`src/rtl/du_pkg.sv`:
```
// Shared types and constants for the debug-unit frame transmitter.
// The CSUM state exists only when DU_TX_CHECKSUM_EN is defined.
package du_pkg;

  localparam logic [7:0] DU_HEADER     = 8'hA5;
  localparam int         DU_WORD_BYTES = 4;

  typedef enum logic [2:0] {
    ST_IDLE  = 3'd0,
    ST_HDR   = 3'd1,
    ST_FETCH = 3'd2,
    ST_BYTE  = 3'd3,
    ST_GAP   = 3'd4,
`ifdef DU_TX_CHECKSUM_EN
    ST_CSUM  = 3'd6,
`endif
    ST_DONE  = 3'd5
  } du_state_e;

  // Where GAP continues once the FIFO has had a cycle to update tx_full.
  typedef enum logic [1:0] {
    GAP_AFTER_HDR  = 2'd0,
    GAP_AFTER_DATA = 2'd1,
    GAP_AFTER_CSUM = 2'd2
  } du_gap_ret_e;

  function automatic int du_frame_len(input int n_words, input bit with_csum);
    return 1 + DU_WORD_BYTES * n_words + (with_csum ? 1 : 0);
  endfunction

endpackage

```
`src/rtl/du_byte_shifter.sv`:
```
// 32-bit word register that hands out bytes MSB first, with a 2-bit byte
// counter and a flag that rises once all four bytes have been taken.
module du_byte_shifter
  import du_pkg::*;
(
  input  logic        clk,
  input  logic        reset,
  input  logic        load,
  input  logic        shift,
  input  logic [31:0] din,
  output logic [7:0]  top_byte,
  output logic [1:0]  byte_cnt,
  output logic        word_done
);

  logic [31:0] shreg_q, shreg_d;
  logic [1:0]  cnt_q, cnt_d;
  logic        done_q, done_d;

  always_comb begin
    shreg_d = shreg_q;
    cnt_d   = cnt_q;
    done_d  = done_q;
    if (load) begin
      shreg_d = din;
      cnt_d   = 2'd0;
      done_d  = 1'b0;
    end else if (shift) begin
      shreg_d = {shreg_q[23:0], 8'h00};
      cnt_d   = cnt_q + 2'd1;
      // The counter wraps on the fourth byte, so remember that the word is spent.
      if (cnt_q == 2'(DU_WORD_BYTES - 1)) begin
        done_d = 1'b1;
      end
    end
  end

  always_ff @(posedge clk) begin
    if (reset) begin
      shreg_q <= '0;
      cnt_q   <= '0;
      done_q  <= 1'b0;
    end else begin
      shreg_q <= shreg_d;
      cnt_q   <= cnt_d;
      done_q  <= done_d;
    end
  end

  assign top_byte  = shreg_q[31:24];
  assign byte_cnt  = cnt_q;
  assign word_done = done_q;

endmodule

```
`src/rtl/du_frame_tx.sv`:
```
// Debug-unit frame transmitter: header, N_WORDS big-endian words, into the UART TX FIFO.
// Define DU_TX_CHECKSUM_EN to append an XOR checksum byte covering the whole frame.
module du_frame_tx
  import du_pkg::*;
#(
  parameter int         DBIT    = 8,
  parameter int         N_WORDS = 16,
  parameter int         IDX_W   = 5,
  parameter logic [7:0] HEADER  = DU_HEADER
) (
  input  logic             clk,
  input  logic             reset,
  input  logic             start,
  output logic [IDX_W-1:0] word_idx,
  input  logic [31:0]      word_data,
  input  logic             tx_full,
  output logic [DBIT-1:0]  w_data,
  output logic             wr_uart,
  output logic             busy,
  output logic             done
);

  localparam logic [IDX_W-1:0] LAST_IDX = IDX_W'(N_WORDS - 1);

  du_state_e        state_q, state_d;
  du_gap_ret_e      gap_ret_q, gap_ret_d;
  logic [IDX_W-1:0] word_idx_q, word_idx_d;
  logic [DBIT-1:0]  w_data_q, w_data_d;
  logic             wr_uart_q, wr_uart_d;
  logic             busy_q, busy_d;
  logic             done_q, done_d;
  logic             to_done;

  logic             sh_load, sh_shift, sh_word_done;
  logic [7:0]       sh_top;
  logic [1:0]       sh_cnt;

`ifdef DU_TX_CHECKSUM_EN
  logic [7:0]       csum_q, csum_d;
`endif

  du_byte_shifter u_shifter (
    .clk      (clk),
    .reset    (reset),
    .load     (sh_load),
    .shift    (sh_shift),
    .din      (word_data),
    .top_byte (sh_top),
    .byte_cnt (sh_cnt),
    .word_done(sh_word_done)
  );

  always_comb begin
    state_d    = state_q;
    gap_ret_d  = gap_ret_q;
    word_idx_d = word_idx_q;
    w_data_d   = w_data_q;
    wr_uart_d  = 1'b0;
    busy_d     = busy_q;
    done_d     = 1'b0;
    sh_load    = 1'b0;
    sh_shift   = 1'b0;
    to_done    = 1'b0;
`ifdef DU_TX_CHECKSUM_EN
    csum_d     = csum_q;
`endif

    case (state_q)
      ST_IDLE: begin
        if (start) begin
          busy_d     = 1'b1;
          word_idx_d = '0;
`ifdef DU_TX_CHECKSUM_EN
          csum_d     = 8'h00;
`endif
          state_d    = ST_HDR;
        end
      end

      ST_HDR: begin
        if (!tx_full) begin
          w_data_d  = DBIT'(HEADER);
          wr_uart_d = 1'b1;
          gap_ret_d = GAP_AFTER_HDR;
`ifdef DU_TX_CHECKSUM_EN
          csum_d    = csum_q ^ HEADER;
`endif
          state_d   = ST_GAP;
        end
      end

      ST_FETCH: begin
        sh_load = 1'b1;
        state_d = ST_BYTE;
      end

      ST_BYTE: begin
        if (!tx_full) begin
          w_data_d  = DBIT'(sh_top);
          wr_uart_d = 1'b1;
          sh_shift  = 1'b1;
          gap_ret_d = GAP_AFTER_DATA;
`ifdef DU_TX_CHECKSUM_EN
          csum_d    = csum_q ^ sh_top;
`endif
          state_d   = ST_GAP;
        end
      end

      // The idle cycle here keeps strobes apart and lets tx_full catch up.
      ST_GAP: begin
        case (gap_ret_q)
          GAP_AFTER_HDR:  state_d = ST_FETCH;
          GAP_AFTER_CSUM: to_done = 1'b1;
          default: begin
            if (!sh_word_done) begin
              state_d = ST_BYTE;
            end else if (word_idx_q < LAST_IDX) begin
              word_idx_d = word_idx_q + IDX_W'(1);
              state_d    = ST_FETCH;
            end else begin
`ifdef DU_TX_CHECKSUM_EN
              state_d = ST_CSUM;
`else
              to_done = 1'b1;
`endif
            end
          end
        endcase
      end

`ifdef DU_TX_CHECKSUM_EN
      ST_CSUM: begin
        if (!tx_full) begin
          w_data_d  = DBIT'(csum_q);
          wr_uart_d = 1'b1;
          gap_ret_d = GAP_AFTER_CSUM;
          state_d   = ST_GAP;
        end
      end
`endif

      ST_DONE: state_d = ST_IDLE;

      default: state_d = ST_IDLE;
    endcase

    if (to_done) begin
      state_d    = ST_DONE;
      busy_d     = 1'b0;
      done_d     = 1'b1;
      word_idx_d = '0;
    end
  end

  always_ff @(posedge clk) begin
    if (reset) begin
      state_q    <= ST_IDLE;
      gap_ret_q  <= GAP_AFTER_HDR;
      word_idx_q <= '0;
      w_data_q   <= '0;
      wr_uart_q  <= 1'b0;
      busy_q     <= 1'b0;
      done_q     <= 1'b0;
`ifdef DU_TX_CHECKSUM_EN
      csum_q     <= 8'h00;
`endif
    end else begin
      state_q    <= state_d;
      gap_ret_q  <= gap_ret_d;
      word_idx_q <= word_idx_d;
      w_data_q   <= w_data_d;
      wr_uart_q  <= wr_uart_d;
      busy_q     <= busy_d;
      done_q     <= done_d;
`ifdef DU_TX_CHECKSUM_EN
      csum_q     <= csum_d;
`endif
    end
  end

  assign word_idx = word_idx_q;
  assign w_data   = w_data_q;
  assign wr_uart  = wr_uart_q;
  assign busy     = busy_q;
  assign done     = done_q;

endmodule

```
`config.mk`:
```
export PLATFORM = sky130hd
export DESIGN_NAME = du_frame_tx
export DESIGN_NICKNAME = d
export VERILOG_FILES = /design/src/rtl/du_pkg.sv /design/src/rtl/du_byte_shifter.sv /design/src/rtl/du_frame_tx.sv
export SDC_FILE = /design/constraint.sdc
export NUM_CORES = 1
export LEC_CHECK = 0
export CAP_MARGIN = 5
export CORE_MARGIN = 2
export CORE_UTILIZATION = 45
export DETAILED_ROUTE_END_ITERATION = 8
export PLACE_DENSITY_LB_ADDON = 0.05
export SLEW_MARGIN = 20
export SYNTH_ARGS = -nofsm -noshare
export SYNTH_HDL_FRONTEND = slang
export SYNTH_SLANG_ARGS = --single-unit
```
`constraint.sdc`:
```
create_clock -name clk -period 1.54 [get_ports clk]
set_input_delay 0.231 -clock clk [delete_from_list [all_inputs] [get_ports clk]]
set_output_delay 0.231 -clock clk [all_outputs]
set_load 0.005 [all_outputs]
```
---- After elaboration in Yosys (flattened, before gate mapping) ----
Cells that the tools add are included.
word-level totals
  register bits after elaboration ......... 56
  word-level logic and storage cells ...... 78
  output and inout port bits .............. 16
  input bits .............................. 36
cells by class
  bitwise logic cells ..................... 1
  reductions and logical operators ........ 16
  order comparisons ....................... 1
  eq/ne operators ......................... 19
  add/sub/neg operators ................... 2
  muxes and demuxes ....................... 28
operator list
  kind                                                 number
  2-to-1 mux 32 bit                                    2
  2-to-1 mux 5 bit                                     4
  2-to-1 mux 8 bit                                     2
  one-hot mux 8 bit (2 select lines)                   1
  2-to-1 mux 3 bit                                     5
  inequality test 2 bit (second input constant)        7
  one-hot mux 3 bit (4 select lines)                   1
  one-hot mux 5 bit (2 select lines)                   1
  OR reduction 2 bit                                   5
  AND reduction 4 bit                                  2
  2-to-1 mux 1 bit                                     7
  == test 3 x 2 -> 1 bit (second input constant)       2
  inequality test 3 bit (second input constant)        2
  one-hot mux 3 bit (2 select lines)                   1
  nonzero test 2 bit                                   3
  adder 5 x 1 -> 5 bit (second input constant)         1
  < comparator 5 x 4 -> 1 bit (second input constant)  1
  inequality test 5 bit (second input constant)        1
  AND reduction 5 bit                                  1
  == test 2 bit (second input constant)                2
  2-to-1 mux 2 bit                                     2
  inequality test 4 bit (second input constant)        1
  one-hot mux 2 bit (2 select lines)                   1
  AND reduction 2 bit                                  2
  10 further kinds                                     10

---- Logic depth before layout (Yosys ltp) ----
Gate-level depths: netlist of the first run.
  depth after elaboration ................. 7
  mapped depth ............................ 7
  mapped depth without buffers ............ 4

---- Modules after synthesis ----
From an unflattened synthesis of the first run, not the netlist that was laid out.
unflattened totals
  cells, all modules ...................... 262
  area, all modules ....................... 2483.6 sq um
modules (own cells, without submodules)
  module           area each (sq um)  instances  seq. area each (sq um)  cells each
  du_byte_shifter  1604.0             1          700.7                   161
  du_frame_tx      879.6              1          400.4                   101

---- Least setup slack after synthesis of the first run ----
No wires, ideal clock.
  path kind ............................... register to register
  start point ............................. register state_q[2]
  end point ............................... register word_idx_q[2] (netlist: word_idx[2])
  arrival time ............................ 1449 ps
  clock period less this slack ............ 1515 ps
  stages on the path, launching flop included .. 6
  slack ................................... 25 ps
  setup time .............................. 67 ps
  data required time ...................... 1473 ps
  path through ............................ dfxtp_1 > buf_6 > nor3b_4 > a31oi_2 > or4_4 > a21oi_2
on the way
  word-level cells in the longest chain between the ends .. 3
  elaborated cells on any way between the ends .. 11
ends and longest elaborated chain
  what                                                                 RTL line            source
  start, declared                                                      du_frame_tx.sv:25   du_state_e state_q, state_d;
  start signal, assigned                                               du_frame_tx.sv:169  state_q <= state_d;
  == test 3 bit or zero test 3 bit (tied branches)                     du_frame_tx.sv:68   case (state_q)
  inequality test 2 x 1 -> 1 bit (no line) (tied with other cells)     --
  AND reduction 5 bit (no line) or OR reduction 2 bit (tied branches)  --
  end signal, assigned                                                 du_frame_tx.sv:171  word_idx_q <= word_idx_d;
  end, declared                                                        du_frame_tx.sv:27   logic [IDX_W-1:0] word_idx_q, word_idx_d;
Several ways; a longest one is shown, not always the timed one.
A chain may end at the register's enable or synchronous reset.

---- Final worst setup path of the first run ----
  start point ............................. register state_q[0]
  end point ............................... register word_idx_q[2] (netlist: word_idx[2])
The elaborated chain is that of the path after synthesis.

==> results.json, run 1 <==
{
  "run_status": "finished with violations",
  "violations": "setup timing",
  "fin_util": 0.654,
  "powerDensity_nw_per_um2": 858,
  "cts_buffers": 5,
  "start_util": 0.475,
  "std_cell_rows": 26,
  "synth_largest_area_cell": "dfxtp_1",
  "ant_nets": 0,
  "fin_skew_ns": 0.00756,
  "clk_path_buf_depth": 2,
  "syn_inst": 282,
  "critPathCaptureType": "flop",
  "die-area_um2": 6060,
  "firstDrtPassIters": 4,
  "tritoncts": "built",
  "syn_to_final_growth_pct": 37.7,
  "yosys-top-cells-area": "dfxtp_1 (45%), a311oi_2 (9.8%), nand2_1 (9.6%), nor2_1 (5.7%), a311oi_1 (4.3%)",
  "cts_num_sinks": 55,
  "synth-edff-count": 0,
  "boundaryPins": 52,
  "finalHoldViolCount": 0,
  "p_leak_nw": 1.16,
  "multiInputGateArea_um2": 1240,
  "root_buffer": "clkbuf_8",
  "yosys.area_share.simple": 0.256,
  "r2r_start": "state_q[0]$_SDFFE_PP0P_",
  "timing.final.max_slew_violations": 0,
  "place_hpwl_um": 3590,
  "clk_latency_ns": 0.31,
  "regArea_um2": 1110,
  "hold_path_class": "in2reg",
  "n_fill_cell": 438,
  "slowest_delay_ns": 0.49,
  "fmax_mhz": 629,
  "die_w_um": 77.9,
  "final_cell_mix": "nand2_1 (62), dfxtp_1 (51), clkdlybuf4s50_1 (50)",
  "grt_pass1_wl_um": 8890,
  "post-route-period-util": 1.03,
  "period_minus_slack_ns": 1.59,
  "ys_seq_area_frac": 0.449,
  "holdPathEnd": "word_idx[2]$_SDFFE_PP0P_",
  "synth.cell_area_um2": 2450,
  "r2r_cells": 5,
  "finalNetCount": 380,
  "worst_slack_ns": -0.0501,
  "synth_compound_area_frac": 0.216,
  "synth_xor_area_frac": 0.00714,
  "vdd_drop_max_mv": 0.678,
  "htree_levels": 2,
  "core-area_um2": 5170,
  "hp-start": "reset",
  "synth_top_family_by_area": "simple AND/OR/NAND/NOR gates",
  "slowest_stage": "or4_4",
  "routabilityCongestion": 0.780,
  "ys.flop_type": "dfxtp_1",
  "first_global_vias": 1890,
  "portBuffers": 51,
  "synth-warning-count": 0,
  "critical_path_class": "reg2reg",
  "routed_wl_um": 5580,
  "setup_viol": 2,
  "vias": 2147,
  "worstMarginPinSlew_ns": 0.389,
  "post_drt_wl_per_cell_um": 13.5,
  "drive_gt1_frac": 0.210,
  "drt-vias-per-instance": 5.20,
  "drv_cap": 0,
  "drtIter0Drc": 130,
  "async_flop_share": 0,
  "finalPower_w": 0.00290,
  "synth_fa_ha_area_frac": 0.0102,
  "grt-ovfl-total": 0,
  "worstPathCellList": "buf_4 -> nor4b_4 -> a31oi_2 -> or4_4 -> a21oi_2",
  "syn_avg_cell_area_um2": 8.71,
  "synth_nets": 320,
  "cp_max_fo": 4,
  "drc": 0,
  "synth_top_area_frac": 0.449,
  "slew_headroom": 0.741,
  "required_ns": 1.79,
  "whs_path_depth": 3,
  "rr_endpoint": "word_idx[2]$_SDFFE_PP0P_",
  "rsz0062_at_grt": "yes",
  "path_clk_slew_ns": 0.10,
  "antenna_found_initial": 0,
  "synth.distinct_cells": 40,
  "final_common_cell": "nand2_1",
  "track_usage": 0.179,
  "whs_ns": 0.269,
  "diodes": 0,
  "arrival_ns": 1.84,
  "grt_max_degree": 51,
  "crit_path_start_kind": "flop",
  "die_h_um": 77.9,
  "rrSetupSlack_ns": -0.05,
  "ys_seq_elements": 55,
  "muxShareOfSynthArea": 0.00408
}
[metrics by stage]
step / setup WS [ns] / TNS [ns] / cells / area [µm²]
2_1_floorplan: 0.0247 / 0 / 282 / 2450
3_3_place_gp: -0.178 / -4.19 / 398 / 3130
3_5_place_dp: -0.223 / -4.87 / 398 / 3130
4_1_cts: -0.0476 / -0.0869 / 407 / 3270
5_1_grt: -0.108 / -1.32 / 413 / 3380
6_report: -0.0501 / -0.0834 / 413 / 3380
[cell families after synthesis]
| family | Yosys count |
|---|---|
| AOI/OAI and AO/OA | 57 |
| xor gates and xnor gates | 2 |
| adders and majority gates | 2 |
| buffers and inverters | 30 |
| DFF | 55 |
| muxes | 1 |
| and+or+nand+nor | 135 |
[critical path, delay by kind of cell (launching register included)]
| family | cells | cell delay (ns) |
|---|---|---|
| simple gates | 2 | 0.82 |
| flops | 1 | 0.34 |
| compound gates | 2 | 0.22 |
| buf+inv | 1 | 0.15 |
[registers in the layout (all words and copies together) (netlist names)]
register	flops
word_idx	5
busy	1
gap_ret_q	1
wr_uart	1
u_shifter.shreg_q	32
w_data	8
u_shifter.byte_cnt	2
u_shifter.word_done	1
done	1
state_q	3
[metal layers]
metal  part of all wire  wire, µm  track usage
met1               0.49      2750        0.262
met2               0.46      2550        0.260
met3              0.042       235       0.0372
met4             0.0075        42       0.0571
met5                  0         0            0
[power breakdown]
part           internal [W]  leakage, nW  switching, W
logic              0.000222        0.646      0.000163
registers           0.00147        0.447     0.0000307
clock network      0.000535       0.0618      0.000477
[worst max-delay path by stage]
stage	from	to	slack, ns	cells after the start
after detailed placement	start	word_idx[2]$_SDFFE_PP0P_	-0.22	5
after global placement	start	word_idx[2]$_SDFFE_PP0P_	-0.18	5
final	state_q[0]$_SDFFE_PP0P_	word_idx[2]$_SDFFE_PP0P_	-0.05	5
after global routing	state_q[0]$_SDFFE_PP0P_	word_idx[2]$_SDFFE_PP0P_	-0.11	5
after floorplan	state_q[2]$_SDFFE_PP0P_	word_idx[2]$_SDFFE_PP0P_	0.02	5
after CTS	state_q[2]$_SDFFE_PP0P_	word_idx[2]$_SDFFE_PP0P_	-0.05	5
[timing repair]
item,CTS,global route
pin swaps,2,10
hold buffers,0,0
buffers inserted,1,3
gates resized for setup,5,9
cloned,0,3
endpoints found under the setup margin,26,33
[Yosys cell counts, types with 2 or more instances]
cell,count
nor2_1,37
a21oi_1,17
o21ai_0,2
buf_4,3
buf_2,2
nand2_1,63
nand3_1,12
xnor2_1,2
or3_1,2
nor2b_1,2
and2_1,2
a311oi_2,16
a31oi_1,2
ha_1,2
a311oi_1,12
buf_6,2
and3_1,2
nor3_1,5
dfxtp_1,55
inv_1,5
buf_1,4
nor3b_4,2
clkbuf_1,14
[area by class of cell]
type / instances / share of cell area
multi-input cells: 197 / 0.368
inverters: 5 / 0.00555
repair buffers: 78 / 0.237
flip-flops and latches: 55 / 0.328
clock inverters: 2 / 0.0115
well taps: 70 / 0.0259
clock buffers: 6 / 0.0244
(Power assumes the default switching activity.)
==> inputs of run 2 (changes only) <==
--- a/config.mk
+++ b/config.mk
@@ -6,10 +6,12 @@
 export NUM_CORES = 1
 export LEC_CHECK = 0
 export CAP_MARGIN = 5
-export CORE_MARGIN = 2
+export CORE_MARGIN = 4
 export CORE_UTILIZATION = 45
 export DETAILED_ROUTE_END_ITERATION = 8
+export MAX_ROUTING_LAYER = met4
 export PLACE_DENSITY_LB_ADDON = 0.05
+export SKIP_LAST_GASP = 1
 export SLEW_MARGIN = 20
 export SYNTH_ARGS = -nofsm -noshare
 export SYNTH_HDL_FRONTEND = slang
==> run 2 against run 1 <==
Net effect: the flow now finishes without violations; global-route usage fell by 0.063 points; first-iteration DRC count is 6.2% higher; register-to-register slack improved by 0.08 ns; setup slack better by 0.080 ns; sequential cell count did not move; non-clock buffer count shrank 3; core utilization is 1.4 points lower; design area shrank 1.6%; critical path type unchanged; maximum frequency grew 5.3%; routed wire length rose by 2.5%.
==> results.json, run 2 (synthesis gave the netlist of run 1 again) <==
{
  "fin_skew_ns": 0.00544,
  "clock_power_share": 0.297,
  "n_fill_cell": 468,
  "std_cell_rows": 26,
  "hold_path_class": "in2reg",
  "grt_pass1_wl_um": 9150,
  "worstMarginPinSlew_ns": 0.506,
  "p_sw_frac": 0.251,
  "diodes": 0,
  "cts_buffers": 5,
  "multiInputGateArea_um2": 1260,
  "syn_to_final_growth_pct": 35.6,
  "timing.final.max_slew_violations": 0,
  "powerDensity_nw_per_um2": 804,
  "fmax_mhz": 662,
  "boundaryPins": 52,
  "grt-ovfl-total": 0,
  "htree_levels": 2,
  "track_usage": 0.178,
  "drv_cap": 0,
  "fin_setup_tns_ns": 0,
  "clk_path_buf_depth": 2,
  "vias": 2152,
  "vdd_drop_max_mv": 0.518,
  "regArea_um2": 1110,
  "die-area_um2": 6700,
  "clk_latency_ns": 0.31,
  "regMostFlops": "u_shifter.shreg_q",
  "tritoncts": "built",
  "setup_viol": 0,
  "finalNetCount": 377,
  "routabilityCongestion": 0.778,
  "stdcell_count": 410,
  "required_ns": 1.76,
  "drt-vias-per-instance": 5.25,
  "routed_wl_um": 5720,
  "path_clk_slew_ns": 0.10,
  "hp-start": "reset",
  "p_int_w": 0.00200,
  "p_leak_nw": 1.14,
  "place_hpwl_um": 3750,
  "grt_max_degree": 57,
  "r2r_start": "state_q[2]$_SDFFE_PP0P_",
  "largest_reg_flops": 32,
  "post_drt_wl_per_cell_um": 13.9,
  "whs_path_depth": 3,
  "firstDrtPassIters": 4,
  "first_global_vias": 1933,
  "pwr-share-comb": 0.138,
  "core-area_um2": 5200,
  "crit_path_start_kind": "flop",
  "portBuffers": 51,
  "slew_headroom": 0.663,
  "run_status": "finished clean",
  "die_h_um": 81.9,
  "rr_endpoint": "u_shifter.shreg_q[22]$_SDFFE_PP0P_",
  "die_w_um": 81.9,
  "finalHoldViolCount": 0,
  "r2r_cells": 6,
  "final_common_cell": "nand2_1",
  "final_cell_mix": "nand2_1 (62), dfxtp_1 (49), clkdlybuf4s50_1 (49)",
  "cp_max_fo": 7,
  "post-route-period-util": 0.981,
  "ant_nets": 0,
  "rsz0062_at_grt": "yes",
  "rrSetupSlack_ns": 0.03,
  "root_buffer": "clkbuf_8",
  "seq_power_share": 0.564,
  "start_util": 0.472,
  "dp.cells": 398,
  "critical_path_class": "reg2reg",
  "drtIter0Drc": 138,
  "drive_gt1_frac": 0.218,
  "cts_num_sinks": 55,
  "period_minus_slack_ns": 1.51,
  "dpl_cell_area_um2": 3120,
  "critPathCaptureType": "flop",
  "p_sw_w": 0.000673,
  "holdPathEnd": "word_idx[2]$_SDFFE_PP0P_",
  "finalInstanceArea_um2": 3330,
  "drc": 0,
  "arrival_ns": 1.73,
  "hold_buffers": 0,
  "antenna_found_initial": 0
}
[run 2: metal layers]
layer,GRT usage,part of all wire
met5,-,0
met4,0.0664,0.013
met3,0.0351,0.047
met2,0.266,0.46
met1,0.238,0.48
[run 2: worst max-delay path by stage]
stage | to | slack [ns] | start
after CTS | word_idx[0]$_SDFFE_PP0P_ | 0.005 | word_idx[0]$_SDFFE_PP0P_
final | u_shifter.shreg_q[22]$_SDFFE_PP0P_ | 0.03 | state_q[2]$_SDFFE_PP0P_
after global routing | word_idx[2]$_SDFFE_PP0P_ | -0.05 | state_q[2]$_SDFFE_PP0P_
after floorplan | word_idx[2]$_SDFFE_PP0P_ | 0.02 | state_q[2]$_SDFFE_PP0P_
after detailed placement | u_shifter.shreg_q[22]$_SDFFE_PP0P_ | -0.22 | tx_full
after global placement | u_shifter.shreg_q[28]$_SDFFE_PP0P_ | -0.18 | tx_full
[run 2: timing repair]
item                                    4_1_cts  5_1_grt
pin swaps                                     3        2
gates resized for setup                       7       11
endpoints found under the setup margin       28       16
buffers inserted                              0        2
gates cloned                                  1        1
[run 2: through the flow]
| step | utilization | power, W | setup WS [ns] | hold slack, ns |
|---|---|---|---|---|
| 2_1_floorplan | - | 0.00172 | 0.0247 | 0.367 |
| 3_3_place_gp | 0.599 | 0.00190 | -0.180 | 0.439 |
| 3_5_place_dp | 0.599 | 0.00190 | -0.215 | 0.446 |
| 4_1_cts | 0.622 | 0.00270 | 0.00545 | 0.281 |
| 5_1_grt | 0.639 | 0.00281 | -0.0467 | 0.243 |
| 6_report | 0.639 | 0.00268 | 0.0298 | 0.230 |
[run 2: power groups by stage]
stage	Clock, W	Combinational, W	Sequential, W
CTS	0.000824	0.000362	0.00151
global route	0.000887	0.000403	0.00152
floorplan	0	0.000189	0.00153
finish	0.000796	0.000371	0.00151
global placement	0	0.000355	0.00154
detailed placement	0	0.000357	0.00154
[run 2: critical path, cell delays in order (launching register included)]
cell and delay (ns):
dfxtp_2 0.35, buf_4 0.15, nor3b_4 0.20, and2_4 0.24, buf_12 0.13, nand2_1 0.08
a311oi_2 0.27
[run 2: final cells by class]
type / count / share of cell area
flip-flops and latches: 55 / 0.333
multi-input cells: 197 / 0.379
clock buffers: 5 / 0.0207
clock inverters: 3 / 0.00602
well taps: 70 / 0.0263
repair buffers: 75 / 0.229
inverters: 5 / 0.00564
==> inputs of run 3 (changes only) <==
--- a/config.mk
+++ b/config.mk
@@ -9,7 +9,6 @@
 export CORE_MARGIN = 4
 export CORE_UTILIZATION = 45
 export DETAILED_ROUTE_END_ITERATION = 8
-export MAX_ROUTING_LAYER = met4
 export PLACE_DENSITY_LB_ADDON = 0.05
 export SKIP_LAST_GASP = 1
 export SLEW_MARGIN = 20
==> run 3 against run 2 <==
Net effect: global-route usage decreased by 0.49 points; largest power group unchanged; highest routed layer unchanged; first-iteration DRC count unchanged; core utilization unchanged; count of clock-buffer cells in the layout unchanged.
==> results.json, run 3 (synthesis gave the netlist of run 1 again) <==
{
  "run_status": "finished clean",
  "finalPower_w": 0.00268,
  "slew_headroom": 0.663,
  "r2r_start": "state_q[2]$_SDFFE_PP0P_",
  "clk_latency_ns": 0.31,
  "root_buffer": "clkbuf_8",
  "grt_max_degree": 57,
  "dp.cells": 398,
  "p_leak_nw": 1.14,
  "worstMarginPinSlew_ns": 0.506,
  "critical_path_class": "reg2reg",
  "core-area_um2": 5200,
  "regMostFlops": "u_shifter.shreg_q",
  "period_minus_slack_ns": 1.51,
  "diodes": 0,
  "dpl_cell_area_um2": 3120,
  "portBuffers": 51,
  "place_hpwl_um": 3750,
  "drv_cap": 0,
  "cts_num_sinks": 55,
  "critPathLaunch": "state_q[2]$_SDFFE_PP0P_",
  "grt_pass1_wl_um": 9160,
  "start_util": 0.472,
  "rr_endpoint": "u_shifter.shreg_q[22]$_SDFFE_PP0P_",
  "grt-ovfl-total": 0,
  "routed_wl_um": 5720,
  "hold_path_class": "in2reg",
  "rrSetupSlack_ns": 0.03,
  "drc": 0,
  "finalInstanceArea_um2": 3330,
  "largest_reg_flops": 32,
  "crit_path_start_kind": "flop",
  "post-route-period-util": 0.981,
  "htree_levels": 2,
  "final_common_cell": "nand2_1",
  "fin_util": 0.639,
  "arrival_ns": 1.73,
  "clk_path_buf_depth": 2,
  "ant_nets": 0,
  "cts_buffers": 5,
  "hp-start": "reset",
  "die_h_um": 81.9,
  "syn_to_final_growth_pct": 35.6,
  "holdPathEnd": "word_idx[2]$_SDFFE_PP0P_",
  "std_cell_rows": 26,
  "first_global_vias": 1934,
  "required_ns": 1.76,
  "die-area_um2": 6700,
  "drt-vias-per-instance": 5.25,
  "post_drt_wl_per_cell_um": 13.9,
  "fin_skew_ns": 0.00544,
  "vdd_drop_max_mv": 0.518,
  "path_clk_slew_ns": 0.10,
  "routabilityCongestion": 0.768,
  "die_w_um": 81.9,
  "antenna_found_initial": 0,
  "whs_path_depth": 3,
  "track_usage": 0.173,
  "critPathCaptureType": "flop",
  "setup_viol": 0,
  "final_cell_mix": "nand2_1 (62), dfxtp_1 (49), clkdlybuf4s50_1 (49)",
  "tritoncts": "built",
  "drive_gt1_frac": 0.218,
  "firstDrtPassIters": 4,
  "fmax_mhz": 662,
  "regArea_um2": 1110,
  "multiInputGateArea_um2": 1260,
  "powerDensity_nw_per_um2": 804,
  "finalNetCount": 377,
  "cp_max_fo": 7,
  "boundaryPins": 52,
  "finalHoldViolCount": 0,
  "rsz0062_at_grt": "yes",
  "n_fill_cell": 468,
  "fin_setup_tns_ns": 0,
  "r2r_cells": 6,
  "stdcell_count": 410,
  "vias": 2152,
  "timing.final.max_slew_violations": 0,
  "drtIter0Drc": 138
}
==> run 3: worst max-delay path by stage <==
| stage | endpoint | slack (ns) | cells past startpoint |
|---|---|---|---|
| after floorplan | word_idx[2]$_SDFFE_PP0P_ | 0.02 | 5 |
| after global placement | u_shifter.shreg_q[28]$_SDFFE_PP0P_ | -0.18 | 6 |
| after detailed placement | u_shifter.shreg_q[22]$_SDFFE_PP0P_ | -0.22 | 6 |
| after CTS | word_idx[0]$_SDFFE_PP0P_ | 0.005 | 4 |
| after global routing | word_idx[2]$_SDFFE_PP0P_ | -0.05 | 5 |
| final | u_shifter.shreg_q[22]$_SDFFE_PP0P_ | 0.03 | 6 |
==> run 3: routing by layer <==
layer | vias up | share of wire | global-route usage
met4 | 0 | 0.013 | 0.0664
met1 | 1003 | 0.48 | 0.237
li1 | 1094 | - | -
met5 | - | 0 | 0
met3 | 7 | 0.048 | 0.0362
met2 | 48 | 0.46 | 0.267
==> run 3: report_power, final <==
group | internal (W) | leakage, nW | switching, W
registers | 0.00147 | 0.448 | 0.0000368
clock network | 0.000318 | 0.0402 | 0.000478
logic | 0.000213 | 0.650 | 0.000158
total | 0.00200 | 1.14 | 0.000673
==> run 3: per-stage QoR <==
stage / hold WS, ns / setup slack (ns)
3_3_place_gp: 0.439 / -0.180
6_report: 0.230 / 0.0298
2_1_floorplan: 0.367 / 0.0247
4_1_cts: 0.281 / 0.00545
3_5_place_dp: 0.446 / -0.215
5_1_grt: 0.243 / -0.0467
==> run 3: worst max-delay path, stage by stage (launching register included) <==
cell and delay (ns):
dfxtp_2 0.35, buf_4 0.15, nor3b_4 0.20, and2_4 0.24
buf_12 0.13, nand2_1 0.08, a311oi_2 0.27
==> run 3: layout make-up <==
type                       instances  share of cell area
multi-input combinational        197               0.379
sequential                        55               0.333
timing repair buffer              75               0.229
tap                               70              0.0263
clock buffer                       5              0.0207
clock inverter                     3             0.00602
inverter                           5             0.00564
==> run 3: repair_timing <==
item                       in CTS  in global routing
cloned                          1                  1
hold buffers                    0                  0
setup endpoints to repair      28                 16
gates resized for setup         7                 11
setup buffers                   0                  2
pin swaps                       3                  2
